`config.mk`:
```
export PLATFORM = sky130hd
export DESIGN_NAME = joystick_reader
export DESIGN_NICKNAME = d
export VERILOG_FILES = /design/src/rtl/joystick_reader.sv
export SDC_FILE = /design/constraint.sdc
export NUM_CORES = 1
export LEC_CHECK = 0
export BUFFER_PORTS_ARGS = -buffer_cell sky130_fd_sc_hd__buf_4
export CAP_MARGIN = 20
export CORE_UTILIZATION = 49
export DETAILED_ROUTE_END_ITERATION = 8
export GPL_TIMING_DRIVEN = 0
export PLACE_DENSITY = 0.7
export SLEW_MARGIN = 20
export SYNTH_ARGS = -nofsm -noshare
export SYNTH_HDL_FRONTEND = slang
export SYNTH_SLANG_ARGS = --single-unit
```
`constraint.sdc`:
```
create_clock -name clk_i -period 2.7 [get_ports clk_i]
set_input_delay 0.54 -clock clk_i [delete_from_list [all_inputs] [get_ports clk_i]]
set_output_delay 0.54 -clock clk_i [all_outputs]
set_load 0.03 [all_outputs]
```
`src/rtl/joystick_reader.sv`:
```
`default_nettype none
// joystick_reader: SPI mode-0 master polling a PmodJSTK once per poll period.
// Publishes raw X/Y, buttons and a 0..9 quantized X position.
module joystick_reader #(
    parameter int SCLK_HALF = 50,
    parameter int SS_WAIT   = 1500,
    parameter int GAP_WAIT  = 1000,
    parameter int POLL_WAIT = 100000
) (
    input  logic       clk_i,
    input  logic       rst_ni,
    input  logic       miso_i,
    output logic       ss_n_o,
    output logic       sclk_o,
    output logic       mosi_o,
    output logic [3:0] joystick_data_o,
    output logic [9:0] x_raw_o,
    output logic [9:0] y_raw_o,
    output logic [2:0] buttons_o,
    output logic       sample_valid_o
);

    localparam int MAX_A   = (SS_WAIT > GAP_WAIT) ? SS_WAIT : GAP_WAIT;
    localparam int MAX_B   = (POLL_WAIT > 2 * SCLK_HALF) ? POLL_WAIT : 2 * SCLK_HALF;
    localparam int MAX_CNT = (MAX_A > MAX_B) ? MAX_A : MAX_B;
    localparam int CW      = $clog2(MAX_CNT + 1);

    localparam logic [CW-1:0] SETUP_END = CW'(SS_WAIT);
    localparam logic [CW-1:0] HALF_END  = CW'(SCLK_HALF - 1);
    localparam logic [CW-1:0] BIT_END   = CW'(2 * SCLK_HALF - 1);
    localparam logic [CW-1:0] GAP_END   = CW'(GAP_WAIT - 1);
    localparam logic [CW-1:0] POLL_END  = CW'(POLL_WAIT - 1);

    typedef enum logic [2:0] {
        ST_SETUP = 3'd0,
        ST_SHIFT = 3'd1,
        ST_GAP   = 3'd2,
        ST_DONE  = 3'd3,
        ST_POLL  = 3'd4
    } state_e;

    state_e          state_q, state_d;
    logic [CW-1:0]   cnt_q, cnt_d;
    logic [2:0]      bit_q, bit_d;
    logic [2:0]      byte_q, byte_d;
    logic [7:0]      shreg_q, shreg_d;
    logic [9:0]      x_asm_q, x_asm_d;
    logic [9:0]      y_asm_q, y_asm_d;
    logic            ss_n_q, ss_n_d;
    logic            sclk_q, sclk_d;
    logic [3:0]      joy_q, joy_d;
    logic [9:0]      x_raw_q, x_raw_d;
    logic [9:0]      y_raw_q, y_raw_d;
    logic [2:0]      buttons_q, buttons_d;
    logic            valid_q, valid_d;
    logic [3:0]      quant;

    // X*5 in 13 bits, top four bits give the 0..9 position.
    assign quant = 4'((13'(x_asm_q) * 13'd5) >> 9);

    always_ff @(posedge clk_i or negedge rst_ni) begin
        if (!rst_ni) begin
            state_q   <= ST_SETUP;
            cnt_q     <= '0;
            bit_q     <= 3'd7;
            byte_q    <= 3'd0;
            shreg_q   <= 8'd0;
            x_asm_q   <= 10'd0;
            y_asm_q   <= 10'd0;
            ss_n_q    <= 1'b1;
            sclk_q    <= 1'b0;
            joy_q     <= 4'd5;
            x_raw_q   <= 10'd512;
            y_raw_q   <= 10'd512;
            buttons_q <= 3'd0;
            valid_q   <= 1'b0;
        end else begin
            state_q   <= state_d;
            cnt_q     <= cnt_d;
            bit_q     <= bit_d;
            byte_q    <= byte_d;
            shreg_q   <= shreg_d;
            x_asm_q   <= x_asm_d;
            y_asm_q   <= y_asm_d;
            ss_n_q    <= ss_n_d;
            sclk_q    <= sclk_d;
            joy_q     <= joy_d;
            x_raw_q   <= x_raw_d;
            y_raw_q   <= y_raw_d;
            buttons_q <= buttons_d;
            valid_q   <= valid_d;
        end
    end

    always_comb begin
        state_d   = state_q;
        cnt_d     = cnt_q;
        bit_d     = bit_q;
        byte_d    = byte_q;
        shreg_d   = shreg_q;
        x_asm_d   = x_asm_q;
        y_asm_d   = y_asm_q;
        sclk_d    = sclk_q;
        joy_d     = joy_q;
        x_raw_d   = x_raw_q;
        y_raw_d   = y_raw_q;
        buttons_d = buttons_q;
        valid_d   = 1'b0;
        unique case (state_q)
            ST_SETUP: begin
                if (cnt_q == SETUP_END) begin
                    state_d = ST_SHIFT;
                    cnt_d   = '0;
                    bit_d   = 3'd7;
                    byte_d  = 3'd0;
                end else begin
                    cnt_d = cnt_q + CW'(1);
                end
            end
            ST_SHIFT: begin
                if (cnt_q == HALF_END) begin
                    sclk_d  = 1'b1;
                    shreg_d = {shreg_q[6:0], miso_i};
                    cnt_d   = cnt_q + CW'(1);
                end else if (cnt_q == BIT_END) begin
                    sclk_d = 1'b0;
                    cnt_d  = '0;
                    if (bit_q == 3'd0) begin
                        state_d = ST_GAP;
                        case (byte_q)
                            3'd0:    x_asm_d[7:0] = shreg_q;
                            3'd1:    x_asm_d[9:8] = shreg_q[1:0];
                            3'd2:    y_asm_d[7:0] = shreg_q;
                            3'd3:    y_asm_d[9:8] = shreg_q[1:0];
                            default: begin
                                // Last byte: publish everything on this edge.
                                state_d   = ST_DONE;
                                x_raw_d   = x_asm_q;
                                y_raw_d   = y_asm_q;
                                buttons_d = shreg_q[2:0];
                                joy_d     = quant;
                                valid_d   = 1'b1;
                            end
                        endcase
                    end else begin
                        bit_d = bit_q - 3'd1;
                    end
                end else begin
                    cnt_d = cnt_q + CW'(1);
                end
            end
            ST_GAP: begin
                if (cnt_q == GAP_END) begin
                    state_d = ST_SHIFT;
                    cnt_d   = '0;
                    bit_d   = 3'd7;
                    byte_d  = byte_q + 3'd1;
                end else begin
                    cnt_d = cnt_q + CW'(1);
                end
            end
            ST_DONE: begin
                state_d = ST_POLL;
                cnt_d   = '0;
            end
            ST_POLL: begin
                if (cnt_q == POLL_END) begin
                    state_d = ST_SETUP;
                    // SS_n falls on this edge, so it already counts as one setup cycle.
                    cnt_d   = CW'(1);
                end else begin
                    cnt_d = cnt_q + CW'(1);
                end
            end
            default: begin
                state_d = ST_SETUP;
                cnt_d   = '0;
            end
        endcase
        ss_n_d = (state_d == ST_DONE) || (state_d == ST_POLL);
    end

    assign ss_n_o          = ss_n_q;
    assign sclk_o          = sclk_q;
    assign mosi_o          = 1'b0;
    assign joystick_data_o = joy_q;
    assign x_raw_o         = x_raw_q;
    assign y_raw_o         = y_raw_q;
    assign buttons_o       = buttons_q;
    assign sample_valid_o  = valid_q;

endmodule
`default_nettype wire

```
==> run metrics, run 1 <==
status complete, no violations; worst r2r path cells 9; clk_lat worst skew 0.36 ns; Multi-input gate area 0.00193 mm²; Clock Skew 0.0149 ns; Post-route DRC 0; final-layout fill cell count 684; starting density of the core 50.6%; CP max FO 10; Post-Syn Area 0.00414 mm²; NumNets Final 417; gp weighted congestion 0.801; LEAKAGE 2.39 nW; largest net degree at the start of global routing 85; Max VDD drop 254 µV; final period utilization 96.0%; Wirelength per Cell 15.9 µm; DR vias/cell 5.53; top cells by area, synth dfrtp_1 (46%), mux2_2 (12%), ha_1 (7.3%); type of origin of the critical path register; Hold Crit Class in2async; IO Count 34; crit-path max cell delay 0.52 ns; most frequent CP cell ha_1; Root Driver clkbuf_8; CTS Buf Count 9; Hold Vio Cnt, Final 0; crit-path cells ha_1, ha_1, or4_1, o211ai_1, o21ai_2, a32oi_2, buf_6, buf_8, mux2_1; DP HPWL 5350 µm; Port Buffer Count 32; Mean Syn Cell Area 12.2 µm²; # hold bufs at CTS 0; placed insts 475; H-tree depth 3; Area Growth Syn to Fin 16.4%; Seq. cell area 0.00211 mm²; total number of vias 2766; clock period minus worst slack 2.59 ns; vias in the first global route 2770; top_reg_cell synth dfrtp_1; Worst-Margin Slew 0.761 ns; antenna viol nets, final 0; Finished Layout Cells 500; CP Class reg2reg; clk slew on worst S/H paths 0.09 ns; R2R setup slack 0.11 ns; router iterations before antenna repair 4; clock sinks 84; count of pins over their slew limit 0; Chip Width 93.9 µm; pwr/cell area 440 mW/mm²; first-pass GRT wire length 13600 µm; CORE AREA 0.00818 mm²; share of post-route cells with drive strength above 1 34.7%; total gr overflow 0; worst endpoint data arrival time 2.84 ns; Async SR Flop Fraction 100%; DRT iter0 DRCs 81; final wirelength 7950 µm; Slowest-stage cell, CP or4_1; number of synthesized register bits 84; TritonCTS clock tree done; Netlist cell types 54; Synth area leader dfrtp_1; ANT cells 0; Pwr Total 2.12 mW; GRT Util Overall 20.3%; yosys warns 0; top cell type's share of synthesized area 46.0%; maximum buffer depth of the clock tree 2; Place WS -0.162 ns; number of flops mapped to enable cells by yosys 0; die height 93.9 µm; # rows 33; final setup fails 0; number of antenna violations at the first check in global routing 0; Critical Path RT 2.94 ns; register area share after synthesis 51.1%; fin util 58.9%; Slew Limit Headroom 48.6%; Die Area 0.00881 mm²; Cells after Synth 338; maximum clock rate 0.386 GHz; Synthesized Nets 365; fin worst setup slack 0.107 ns; max-cap viol count 0; Min Hold Slack 0.221 ns; Worst setup EP type register
## layout by cell type (no fill, tap or decap), types with 3 or more instances in the layout
| cell | instances |
|---|---|
| o21ai_0 | 5 |
| clkbuf_8 | 9 |
| nand3_1 | 11 |
| ha_1 | 23 |
| xnor2_1 | 10 |
| nor3_1 | 9 |
| xor2_1 | 8 |
| buf_2 | 5 |
| nor2b_1 | 3 |
| dfrtp_1 | 74 |
| and2_1 | 6 |
| nor4bb_1 | 3 |
| and3_1 | 3 |
| or2_2 | 3 |
| nand4_1 | 9 |
| nand2_1 | 13 |
| buf_4 | 41 |
| inv_6 | 3 |
| nor4_1 | 3 |
| mux2_1 | 10 |
| mux2_2 | 45 |
| dfstp_2 | 8 |
| nor2_1 | 23 |
| inv_1 | 15 |
## Yosys cell counts (3+ instances only)
master    count
nor4_1        3
and3_1        3
inv_1        15
buf_2         6
mux2_2       45
and2_1        6
ha_1         24
xnor2_1      10
nor2_1       23
dfrtp_1      76
nand3_1      11
nand4_1       9
o21ai_0       6
nand2_1      13
xor2_1        8
nor2b_1       3
nor3_1        9
or2_2         3
nor4bb_1      3
mux2_1       10
dfstp_2       8
## cell type report
class / instances / area share, %
Buffer: 11 / 1.61
Clock buffer: 9 / 2.57
Clock inverter: 7 / 1.17
Inverter: 15 / 1.17
Multi-Input combinational cell: 228 / 40.1
Sequential cell: 84 / 43.9
Tap cell: 105 / 2.73
Timing Repair Buffer: 41 / 6.73
## where the power goes
part | internal, mW | switching, mW
Clock | 0.345 | 0.485
Combinational | 0.00391 | 0.0257
Sequential | 1.26 | 0.00162
Total | 1.61 | 0.513
## registers in the layout, indices dropped and copies added (netlist names)
register and flops:
byte_q 3, shreg_q 8, bit_q 3, y_raw_o 10, cnt_q 17, joystick_data_o 4, ss_n_o 1, buttons_o 3
x_asm_q 10, state_q 3, sclk_o 1, y_asm_q 10, x_raw_o 10, sample_valid_o 1
## worst paths after layout
kind / start / to
max in group asynchronous: rst_ni / cnt_q[15]$_DFF_PN0_
worst max-delay path: byte_q[1]$_DFFE_PN0P_ / y_raw_o[8]$_DFFE_PN0P_
worst max register to register: byte_q[1]$_DFFE_PN0P_ / y_raw_o[8]$_DFFE_PN0P_
worst min-delay path: rst_ni / cnt_q[2]$_DFF_PN0_
min in group clk_i: miso_i / shreg_q[0]$_DFFE_PN0P_
worst min register to register: x_raw_o[7]$_DFFE_PN0P_ / x_raw_o[7]$_DFFE_PN0P_
## routing by layer
layer | up-vias | share of wire [%] | wire length (µm) | GRT usage (%)
li1 | 1319 | - | - | -
met4 | 0 | 1.6 | 131 | 8.21
met5 | - | 0 | 0 | 0
met2 | 63 | 46 | 3640 | 30.8
met1 | 1375 | 49 | 3870 | 28.6
met3 | 9 | 3.8 | 299 | 3.80
## cell families (layout without fill, tap and decap cells)
logic type	Yosys count	in the layout	synth area share [%]
adders and majority gates	24	24	7.26
buffers and inverters	26	83	3.09
AOI/OAI and AO/OA	27	27	5.17
and+or+nand+nor	101	101	14.0
xor gates and xnor gates	18	18	3.81
muxes	57	57	15.5
DFF	84	84	51.1
other	1	1	0.0907
## stage by stage
step	TNS (ns)	cell area, µm²
after global routing	-0.00924	4810
after detailed placement	-1.76	4510
after global placement	-1.37	4510
after CTS	0	4740
after floorplan	0	4140
final	0	4810
## repair_timing
item | in CTS | in global routing
setup endpoints to repair | 17 | 54
gates resized for setup | 4 | 7
gates cloned | 0 | 0
pin swaps | 1 | 3
endpoints found under the hold margin | 0 | 0
buffers inserted | 3 | 6
## critical path: cells and delay by family (launching register included)
kind                       cells  cell delay [ns]
AOI/OAI and AO/OA              3             0.49
adders and majority gates      2             0.43
buffers and inverters          2             0.29
DFF                            1             0.42
muxes                          1             0.33
and+or+nand+nor                1             0.52
No activity file was read; power rests on OpenSTA's default activity.
==> inputs of run 2 (changes only) <==
CORE_UTILIZATION = 50   (was 49)
PLACE_DENSITY = 0.71   (was 0.7)
==> run 2 against run 1 <==
Maximum frequency increased by 0.51%. Routed wire length fell by 4.2%. Combinational power about the same. Total power shrank 0.23%. Critical path type unchanged. Largest cell class unchanged. Largest power group unchanged. Highest routed layer unchanged.
==> run metrics, run 2 (synthesized netlist as in run 1, its figures left out) <==
starting density of the core 52.7%; Critical Path RT 2.94 ns; NumNets Final 415; DRT iter0 DRCs 55; CTS Buf Count 9; Min Hold Slack 0.218 ns; crit-path cells ha_1, ha_1, or4_1, o211ai_1, o21ai_1, a32oi_4, buf_6, buf_6, mux2_1; IO Count 34; CP max FO 10; count of pins over their slew limit 0; antenna viol nets, final 0; pwr/cell area 440 mW/mm²; final setup fails 0; LEAKAGE 2.38 nW; Root Driver clkbuf_8; final wirelength 7610 µm; Max VDD drop 305 µV; finished layout cell area 0.00481 mm²; final-layout fill cell count 656; total number of vias 2749; most frequent cells in the layout dfrtp_1 (73), mux2_2 (45), buf_4 (39); Clock Skew 0.00899 ns; CORE AREA 0.00785 mm²; die height 92.9 µm; Area Growth Syn to Fin 16.4%; type of origin of the critical path register; largest net degree at the start of global routing 85; maximum buffer depth of the clock tree 2; router iterations before antenna repair 4; Wirelength per Cell 15.4 µm; # rows 32; first-pass GRT wire length 12900 µm; Pwr Total 2.12 mW; Reg-to-Reg Start byte_q[0]$_DFFE_PN0P_; fin util 61.3%; Hold Crit Class in2async; Placed Area 0.00450 mm²; max reg flops 17; Slowest-stage cell, CP or4_1; placed insts 472; clock period minus worst slack 2.58 ns; most common cell after layout, fill and taps aside dfrtp_1; final period utilization 95.5%; H-tree depth 3; Port Buffer Count 32; GRT Util Overall 19.4%; worst setup path start byte_q[0]$_DFFE_PN0P_; CP top delay family simple AND/OR/NAND/NOR gates; crit-path max cell delay 0.51 ns; Post-route DRC 0; DP HPWL 5200 µm; Hold Vio Cnt, Final 0; Chip Width 92.9 µm; Worst setup EP type register; clk_lat worst skew 0.35 ns; DR vias/cell 5.55; maximum clock rate 0.388 GHz; share of post-route cells with drive strength above 1 34.6%; ANT cells 0; total gr overflow 0; gp weighted congestion 0.834; max-cap viol count 0; CP Class reg2reg; clk slew on worst S/H paths 0.09 ns; TritonCTS clock tree done; Slew Limit Headroom 49.5%; vias in the first global route 2671; worst endpoint data arrival time 2.82 ns; Worst-Margin Slew 0.758 ns; Finished Layout Cells 495; clock sinks 84; largest reg by FF count cnt_q; number of antenna violations at the first check in global routing 0; Die Area 0.00864 mm²; status complete, no violations; CP bufs+invs 2
run 2: area by class of cell:
class	count	area (µm²)	share of cell area [%]
tap	102	128	2.65
clock buffer	9	124	2.57
inverter	15	56.3	1.17
timing repair buffer	39	309	6.42
multi-input combinational	228	1950	40.6
buffer	11	71.3	1.48
sequential	84	2120	44.0
clock inverter	7	56.3	1.17
run 2: power breakdown:
part	switching (mW)	total, mW	internal, mW
Sequential	0.00162	1.26	1.26
Clock	0.480	0.826	0.345
Combinational	0.0257	0.0296	0.00392
run 2: worst paths after layout:
kind	cells after the start	to	slack, ns
max in group asynchronous	1	cnt_q[1]$_DFF_PN0_	1.90
min in group clk_i	2	shreg_q[0]$_DFFE_PN0P_	0.43
min	1	sclk_o$_DFFE_PN0P_	0.22
max reg2reg	9	x_raw_o[4]$_DFFE_PN0P_	0.12
min reg2reg	1	y_raw_o[7]$_DFFE_PN0P_	0.49
max	9	x_raw_o[4]$_DFFE_PN0P_	0.12
run 2: metrics by stage:
stage          setup TNS, ns  setup slack (ns)
6_report                   0             0.120
5_1_grt              -0.0993           -0.0204
4_1_cts                    0            0.0356
3_5_place_dp           -2.34            -0.201
3_3_place_gp           -2.34            -0.189
2_1_floorplan              0             0.195
run 2: per-layer routing:
layer	wire, µm	GRT usage (%)	vias up
li1	-	-	1315
met1	3800	28.3	1371
met2	3430	28.2	51
met3	233	3.45	12
met4	145	8.59	0
met5	0	0	-
run 2: repair_timing:
item                                    in CTS  in global routing
endpoints found under the setup margin      26                 33
hold buffers                                 0                  0
pin swaps                                    1                  4
resized for setup                            5                  7
buffers inserted                             3                  4
